[src/rtl/uart_cmd_decoder.sv]
// Keyboard byte parser: maps UART bytes to start/up/down strobes and validated MM:SS loads.
// Optional idle-entry timeout is compiled in with `define UART_CMD_TIMEOUT_EN.
module uart_cmd_decoder #(
  parameter int unsigned TIMEOUT_CYCLES = 100_000_000
) (
  input  logic       sys_clk,
  input  logic       sys_rst,
  input  logic       rx_done_tick,
  input  logic [7:0] rx_dout,
  output logic       start_pulse,
  output logic       up_pulse,
  output logic       dwn_pulse,
  output logic       load_valid,
  output logic [5:0] load_minutes,
  output logic [5:0] load_seconds,
  output logic       cmd_error,
  output logic       busy
);

  typedef enum logic [1:0] {
    ST_IDLE  = 2'd0,
    ST_ENTRY = 2'd1,
    ST_READY = 2'd2
  } state_e;

  if (TIMEOUT_CYCLES < 32'd2) begin : g_param_check
    $error("TIMEOUT_CYCLES must be at least 2");
  end

  function automatic logic [6:0] tens_ones(input logic [3:0] t, input logic [3:0] o);
    logic [6:0] t7;
    t7 = {3'b000, t};
    return (t7 << 3) + (t7 << 1) + {3'b000, o};
  endfunction

  state_e      state_q, state_d;
  logic [1:0]  cnt_q, cnt_d;
  logic [3:0]  d_q [4];
  logic [3:0]  d_d [4];
  logic        start_q, start_d;
  logic        up_q, up_d;
  logic        dwn_q, dwn_d;
  logic        load_valid_q, load_valid_d;
  logic        cmd_error_q, cmd_error_d;
  logic        busy_q, busy_d;
  logic [5:0]  min_q, min_d;
  logic [5:0]  sec_q, sec_d;
  logic [6:0]  mins_s;
  logic [6:0]  secs_s;
  logic        is_digit_s;

`ifdef UART_CMD_TIMEOUT_EN
  localparam int unsigned TMO_W = (TIMEOUT_CYCLES > 32'd1) ? $clog2(TIMEOUT_CYCLES) : 1;
  localparam logic [TMO_W-1:0] TMO_LAST = TMO_W'(TIMEOUT_CYCLES - 32'd1);
  logic [TMO_W-1:0] tmo_q, tmo_d;
  logic             tmo_expire_s;
`endif

  assign mins_s     = tens_ones(d_q[0], d_q[1]);
  assign secs_s     = tens_ones(d_q[2], d_q[3]);
  assign is_digit_s = (rx_dout >= 8'h30) && (rx_dout <= 8'h39);

  // Next-state, digit capture and strobe decode for one received byte per cycle.
  always_comb begin
    state_d      = state_q;
    cnt_d        = cnt_q;
    d_d          = d_q;
    start_d      = 1'b0;
    up_d         = 1'b0;
    dwn_d        = 1'b0;
    load_valid_d = 1'b0;
    cmd_error_d  = 1'b0;
    min_d        = min_q;
    sec_d        = sec_q;
`ifdef UART_CMD_TIMEOUT_EN
    tmo_expire_s = busy_q && (tmo_q == TMO_LAST);
    if (rx_done_tick || !busy_q || tmo_expire_s) begin
      tmo_d = '0;
    end else begin
      tmo_d = tmo_q + {{(TMO_W-1){1'b0}}, 1'b1};
    end
`endif
    if (rx_done_tick) begin
      case (rx_dout)
        8'h20, 8'h55, 8'h75, 8'h44, 8'h64: begin
          if (state_q == ST_IDLE) begin
            start_d = (rx_dout == 8'h20);
            up_d    = (rx_dout == 8'h55) || (rx_dout == 8'h75);
            dwn_d   = (rx_dout == 8'h44) || (rx_dout == 8'h64);
          end else begin
            // A command key in the middle of an entry kills the entry instead.
            cmd_error_d = 1'b1;
            state_d     = ST_IDLE;
            cnt_d       = 2'd0;
          end
        end
        8'h0D: begin
          case (state_q)
            ST_READY: begin
              if ((mins_s < 7'd60) && (secs_s < 7'd60)) begin
                load_valid_d = 1'b1;
                min_d        = mins_s[5:0];
                sec_d        = secs_s[5:0];
              end else begin
                cmd_error_d = 1'b1;
              end
              state_d = ST_IDLE;
              cnt_d   = 2'd0;
            end
            ST_ENTRY: begin
              cmd_error_d = 1'b1;
              state_d     = ST_IDLE;
              cnt_d       = 2'd0;
            end
            default: begin
              state_d = state_q;
            end
          endcase
        end
        8'h1B: begin
          state_d = ST_IDLE;
          cnt_d   = 2'd0;
        end
        default: begin
          if (is_digit_s) begin
            case (state_q)
              ST_IDLE: begin
                d_d[0]  = rx_dout[3:0];
                cnt_d   = 2'd1;
                state_d = ST_ENTRY;
              end
              ST_ENTRY: begin
                d_d[cnt_q] = rx_dout[3:0];
                cnt_d      = cnt_q + 2'd1;
                if (cnt_q == 2'd3) begin
                  state_d = ST_READY;
                end else begin
                  state_d = ST_ENTRY;
                end
              end
              ST_READY: begin
                cmd_error_d = 1'b1;
                state_d     = ST_IDLE;
                cnt_d       = 2'd0;
              end
              default: begin
                state_d = ST_IDLE;
                cnt_d   = 2'd0;
              end
            endcase
          end else begin
            state_d = state_q;
          end
        end
      endcase
    end
`ifdef UART_CMD_TIMEOUT_EN
    else if (tmo_expire_s) begin
      cmd_error_d = 1'b1;
      state_d     = ST_IDLE;
      cnt_d       = 2'd0;
    end
`endif
    else begin
      state_d = state_q;
    end
    busy_d = (state_d != ST_IDLE);
  end

  // State, digit and output registers; reset drops any partial entry at once.
  always_ff @(posedge sys_clk or negedge sys_rst) begin
    if (!sys_rst) begin
      state_q      <= ST_IDLE;
      cnt_q        <= 2'd0;
      d_q[0]       <= 4'd0;
      d_q[1]       <= 4'd0;
      d_q[2]       <= 4'd0;
      d_q[3]       <= 4'd0;
      start_q      <= 1'b0;
      up_q         <= 1'b0;
      dwn_q        <= 1'b0;
      load_valid_q <= 1'b0;
      cmd_error_q  <= 1'b0;
      busy_q       <= 1'b0;
      min_q        <= 6'd0;
      sec_q        <= 6'd0;
`ifdef UART_CMD_TIMEOUT_EN
      tmo_q        <= '0;
`endif
    end else begin
      state_q      <= state_d;
      cnt_q        <= cnt_d;
      d_q          <= d_d;
      start_q      <= start_d;
      up_q         <= up_d;
      dwn_q        <= dwn_d;
      load_valid_q <= load_valid_d;
      cmd_error_q  <= cmd_error_d;
      busy_q       <= busy_d;
      min_q        <= min_d;
      sec_q        <= sec_d;
`ifdef UART_CMD_TIMEOUT_EN
      tmo_q        <= tmo_d;
`endif
    end
  end

  assign start_pulse  = start_q;
  assign up_pulse     = up_q;
  assign dwn_pulse    = dwn_q;
  assign load_valid   = load_valid_q;
  assign cmd_error    = cmd_error_q;
  assign busy         = busy_q;
  assign load_minutes = min_q;
  assign load_seconds = sec_q;

endmodule
[config.mk]
export PLATFORM = sky130hd
export DESIGN_NAME = uart_cmd_decoder
export DESIGN_NICKNAME = d
export VERILOG_FILES = /design/src/rtl/uart_cmd_decoder.sv
export SDC_FILE = /design/constraint.sdc
export NUM_CORES = 1
export LEC_CHECK = 0
export BUFFER_PORTS_ARGS = -buffer_cell sky130_fd_sc_hd__buf_2
export CAP_MARGIN = 5
export CORE_UTILIZATION = 52
export CTS_CLUSTER_DIAMETER = 30
export CTS_CLUSTER_SIZE = 25
export DETAILED_ROUTE_END_ITERATION = 16
export HOLD_SLACK_MARGIN = 0.1
export PLACE_DENSITY_LB_ADDON = 0.2
export SLEW_MARGIN = 20
export SYNTH_ARGS = -nofsm -noshare
export SYNTH_HDL_FRONTEND = slang
export SYNTH_SLANG_ARGS = --single-unit
[constraint.sdc]
create_clock -name sys_clk -period 3.05 [get_ports sys_clk]
set_input_delay 0.61 -clock sys_clk [delete_from_list [all_inputs] [get_ports sys_clk]]
set_output_delay 0.61 -clock sys_clk [all_outputs]
set_load 0.005 [all_outputs]
==> After elaboration in Yosys (flattened, before gate mapping) <==
Index checks and enable logic that the tools add are counted.
{ "totals": {"regBits": 38, "input_bits": 11, "elab_cells": 91, "out_inout_bits": 18} }
{ "classes": {"muxes": 36, "addsub": 5, "reduce_logical": 16, "eq_ne": 12, "bitwise": 2, "order_cmp": 6} }
{ "op_table": {"columns": ["cell", "count"], "rows": [
  ["$eq A8 B7 Y1 const B", 4],
  ["$mux W1", 18],
  ["$bwmux W16", 1],
  ["$mux W2", 8],
  ["$reduce_and A4 Y1", 4],
  ["$add A7 B4 Y7", 2],
  ["$add A7 B5 Y7", 2],
  ["$lt A7 B6 Y1 const B", 2],
  ["$pmux W2 S3", 2],
  ["$demux W4 S2", 1],
  ["$eq A8 B4 Y1 const B", 1],
  ["$eq A8 B5 Y1 const B", 1],
  ["$eq A8 B6 Y1 const B", 1],
  ["$ge A8 B6 Y1 const B", 1],
  ["$le A8 B6 Y1 const B", 1],
  ["$pmux W2 S2", 2],
  ["$pmux W4 S2", 1],
  ["$reduce_or A7 Y1", 1],
  ["$reduce_or A5 Y1", 1],
  ["$eq A2 B2 Y1 const B", 2],
  ["$mux W4", 1],
  ["$ne A2 B2 Y1 const B", 2],
  ["$reduce_bool A2 Y1", 2],
  ["$reduce_bool A4 Y1", 1],
  ["12 further kinds", 15]
]} }

==> Depth between registers and ports, before layout <==
{ "depth": {"word_depth": 8, "ltp_mapped": 11, "ltp_nobuf": 10} }

==> Worst setup path before layout <==
Ideal clock, no wire load.
{ "synth_timing": {"path_kind": "register to register", "startpoint": "reg d_q[11] (netlist name)", "endpoint": "reg min_q[2], in the netlist load_minutes[2]", "required_ns": 2.923, "path_stages_with_launch": 12, "arrival_time_ns": 2.835, "path_buffers": 1, "period_less_slack_ns": 2.962, "setup_ns": 0.127, "slack_ns": 0.088, "path_cell_list": "dfrtp_1 inv_1 fa_1 inv_1 fa_1 a21o_1 a21oi_1 xor2_1 nand2_1 nor4_4 buf_6 mux2_1"} }
{ "synth_between": {"elab_chain_cells": 4} }
{ "synth_lines": {"columns": ["element", "line", "rtl"], "rows": [
  ["start: declaration", "38", "logic [3:0] d_q [4];"],
  ["$add A7 B4 Y7", "33", "return (t7 << 3) + (t7 << 1) + {3'b000, o};"],
  ["$lt A7 B6 Y1", "100", "if ((mins_s < 7'd60) && (secs_s < 7'd60)) begin"],
  ["$logic_and A1 B1 Y1", "100", null],
  ["$reduce_and A4 Y1 (no line)", null, null],
  ["end signal: assignment", "200", "min_q <= min_d;"],
  ["end: declaration", "46", "logic [5:0] min_q, min_d;"]
]} }
No other way between the ends.
A chain may end at the register's enable or synchronous reset.

==> Worst setup path in the final report <==
{ "layout_timing": {"startpoint": "reg d_q[6] (netlist name)", "endpoint": "reg min_q[3], in the netlist load_minutes[3]"} }
{ "layout_between": {"elab_chain_cells": 5} }
{ "layout_lines": {"columns": ["element", "line"], "rows": [
  ["$add A7 B5 Y7", "33"],
  ["$add A7 B4 Y7", "33"],
  ["$lt A7 B6 Y1", "100"],
  ["$logic_and A1 B1 Y1", "100"],
  ["$reduce_and A4 Y1 (no line)", null]
]} }
No other way between the ends.

==> key figures <==
Floorplan
  • Initial Utilization: 0.5516
  • Ports: 29
  • Die width: roughly 68 um
  • Chip height: 67.61 um
  • Core area: between 4000 and 5000 sq um
  • # rows: 23
  • Die area: 4571 sq um

Global routing
  • GRT Residual Overflow: 0
  • Largest net degree at the start of global routing: 39
  • First-pass GRT wire length: between 6 and 7 mm
  • Vias in the first global route: around 1500
  • Gr usage total: 0.2109
  • Initial antenna violation count: 0

STA
  • Number of setup violations in the final report: 0
  • Pins Over Slew Limit: 0
  • Clock Skew: 0.003208 ns
  • Final number of hold-violating endpoints: 0
  • Final WS setup: 0.04470 ns
  • Max frequency: between 0.3 and 0.4 GHz
  • Final hold slack: 0.4125 ns
  • Fin crit share: 0.9853
  • Worst-Margin Slew: a little over 0.8 ns
  • Minimum clock period: around 3.0 ns
  • Relative slew slack: 0.4462

Synthesis
  • FFs w/ async S/R, synth: 1.000
  • Synthesized instance count: 193
  • Mean Syn Cell Area: about 12 sq um
  • Count of different cell masters after synthesis: 39
  • Synth warnings: 0
  • Simple-gate share of the synthesized area: 0.1202
  • Count leader, synth: dfrtp_1
  • Synth Cell Area: 2238 sq um
  • Synth cell count leaders: dfrtp_1 (38), ha_1 (22), inv_1 (22), mux2_2 (19), nand2_1 (14)
  • Leading area contributor after synthesis: dfrtp_1
  • Number of flops mapped to enable cells by yosys: 0
  • Fraction of synthesized cell area in xor and xnor cells: 0.02348
  • Multiplexer area fraction after synthesis: 0.1526
  • Post-synthesis adder-cell area fraction: 0.1587
  • Seq cells post-synth: 38
  • Main combinational cell family by area after synthesis: adder cells
  • Synthesized netlist net count: 230
  • Top_reg_cell synth: dfrtp_1
  • Synth Area in Compound Gates: 0.07602
  • Sequential share of the synthesized area: 0.4248
  • Area share of the largest cell type after synthesis: 0.4248
  • Synth top area cells: dfrtp_1 (42%), ha_1 (12%), mux2_2 (9.6%), inv_1 (3.7%), fa_1 (3.6%)

Route
  • Via Count: between 1500 and 2000
  • 1st-iter DRT viols: between 60 and 70
  • Drt total wl: approximately 4.6 mm
  • DR top layer: met4
  • Met1 wire length: between 2 and 2.5 mm
  • Drt drc: 0
  • Routed wl met2: about 2.4 mm
  • DR WL met3: between 100 and 150 um
  • Post-DR wirelength/cell: 16.13 um
  • Vias per std cell: 5.388
  • First-pass DRT Iterations: 4
  • Routed Antenna Nets: 0

Pwr
  • P_leak: approximately 1.4 nW
  • Worst VDD drop: roughly 0.32 mV
  • PwrDens: approximately 550 nW/um^2
  • Total chip power: around 1.5 mW

Critical path
  • Crit path DAT: roughly 3.2 ns
  • Worst Path Max Fanout: 4
  • Startpoint Class: flop
  • CP Cell Sequence: inv_2 > fa_1 > inv_1 > ha_4 > a21o_1 > a21oi_2 > xnor2_1 > and4b_2 > nor4_4 > clkbuf_16 > mux2_4
  • Worst EP required: about 3.2 ns
  • Highest-delay cell along the critical path: fa_1
  • Crit end category: flop
  • Crit Path Category: reg -> reg
  • Crit path largest cell delay: 0.60 ns

Clock tree
  • # clock sinks: 38
  • # hold bufs at CTS: 0
  • CTS tree: built
  • Clock Pin Slew Worst Setup and Hold Paths: 0.08 ns
  • CTS max path bufs: 2
  • Clock Latency Late Sink: ~0.29 ns
  • Clock Root Buffer: clkbuf_8
  • Htree depth: 2
  • CTS Buf Count: 5

Job
  • Max-cap violations: 0

Place
  • Placer congestion estimate: approximately 0.80
  • Count of buffers from port buffering: 28
  • Inst Count DP: between 200 and 300
  • Hpwl dp: 3.246 mm
  • Place WS: 0.01822 ns

Final layout
  • Layout area overhead: 21.69%
  • Fillcell total: ~320
  • Core Util, Final: 0.6713
  • Non-Filler Instances: about 290
  • Nets: ~270
  • Share of layout cells above drive strength 1: 0.3644
  • Diode count: 0

Outcome
  • Outcome: finished, final reports clean

Min path
  • Hold Crit Class: in -> async
[routing by layer]
metal | vias up | GRT usage
met3 | 7 | 0.05068
li1 | 760 | -
met5 | - | 0
met1 | 750 | 0.2618
met4 | 0 | 0.06383
met2 | 24 | 0.3589
[where the power goes]
part           switching [mW]  internal (mW)  leakage [nW]  total (mW)
clock                   0.183          0.328        0.0683       0.511
combinational           0.226          0.173         0.853       0.399
sequential             0.0400          0.556         0.502       0.596
total                   0.449           1.06          1.42        1.51
[flip-flops by register name (all words and copies together), names as in the netlist]
signal	flops
busy	1
cmd_error	1
cnt_q	2
d_q	16
dwn_pulse	1
load_minutes	6
load_seconds	6
load_valid	1
start_pulse	1
state_q	2
up_pulse	1
[worst max-delay path, delay by kind of cell (launching register included)]
family                     cells  cell delay [ns]
and+or+nand+nor                2             0.63
xor gates and xnor gates       1             0.10
AOI/OAI and AO/OA              2             0.31
adders and majority gates      2             0.82
buffers and inverters          3             0.37
DFF                            1             0.38
muxes                          1             0.29
[kinds of logic (layout without fill, tap and decap cells)]
logic type	after synthesis	after routing
simple gates	44	44
flops	38	38
mux	31	31
fa+ha+maj	26	26
compound gates	24	24
buf+inv	24	67
xor+xnor	6	6
[final cells by class]
type	count	area, sq um	share of cell area
clock inverters	3	68.82	0.02526
inverters	22	82.58	0.03032
clock buffers	5	68.82	0.02526
well taps	50	62.56	0.02297
repair buffers	37	237.7	0.08728
multi-input cells	131	1252	0.4598
flip-flops and latches	38	950.9	0.3491
[path summary, 6_finish.rpt]
path,start,end,slack (ns),depth (start not counted)
setup / recovery,d_q[6],load_minutes[3],0.04,11
hold / removal,sys_rst,load_seconds[2],0.41,1
setup reg to reg,d_q[6],load_minutes[3],0.04,11
hold reg to reg,load_minutes[2],load_minutes[2],0.48,1
max in group asynchronous,sys_rst,state_q[0],2.11,1
min in group sys_clk,load_minutes[2],load_minutes[2],0.48,1
[what timing repair did]
action	CTS	global route
setup endpoints to repair	0	10
resized for setup	0	16
buffers inserted	0	6
[through the flow]
| step | TNS (ns) | area, sq um |
|---|---|---|
| 5_1_grt | -0.4801 | 2724 |
| 2_1_floorplan | 0 | 2238 |
| 3_5_place_dp | 0 | 2452 |
| 4_1_cts | 0 | 2590 |
| 6_report | 0 | 2724 |
| 3_3_place_gp | 0 | 2452 |
[cell usage in the layout (no fill, tap or decap), types with 4 or more instances in the layout]
cell type and n:
xnor2_1 4, ha_1 20, mux2_1 4, buf_4 7, buf_2 28, mux2_4 4, a21o_1 5, and3_1 5
nand2_1 14, inv_1 19, clkbuf_8 5, dfrtp_1 38, nand3_1 7, a21oi_2 5, mux2_2 17, nor2_1 4
mux2i_1 6
No activity file was read; power rests on OpenSTA's default activity.
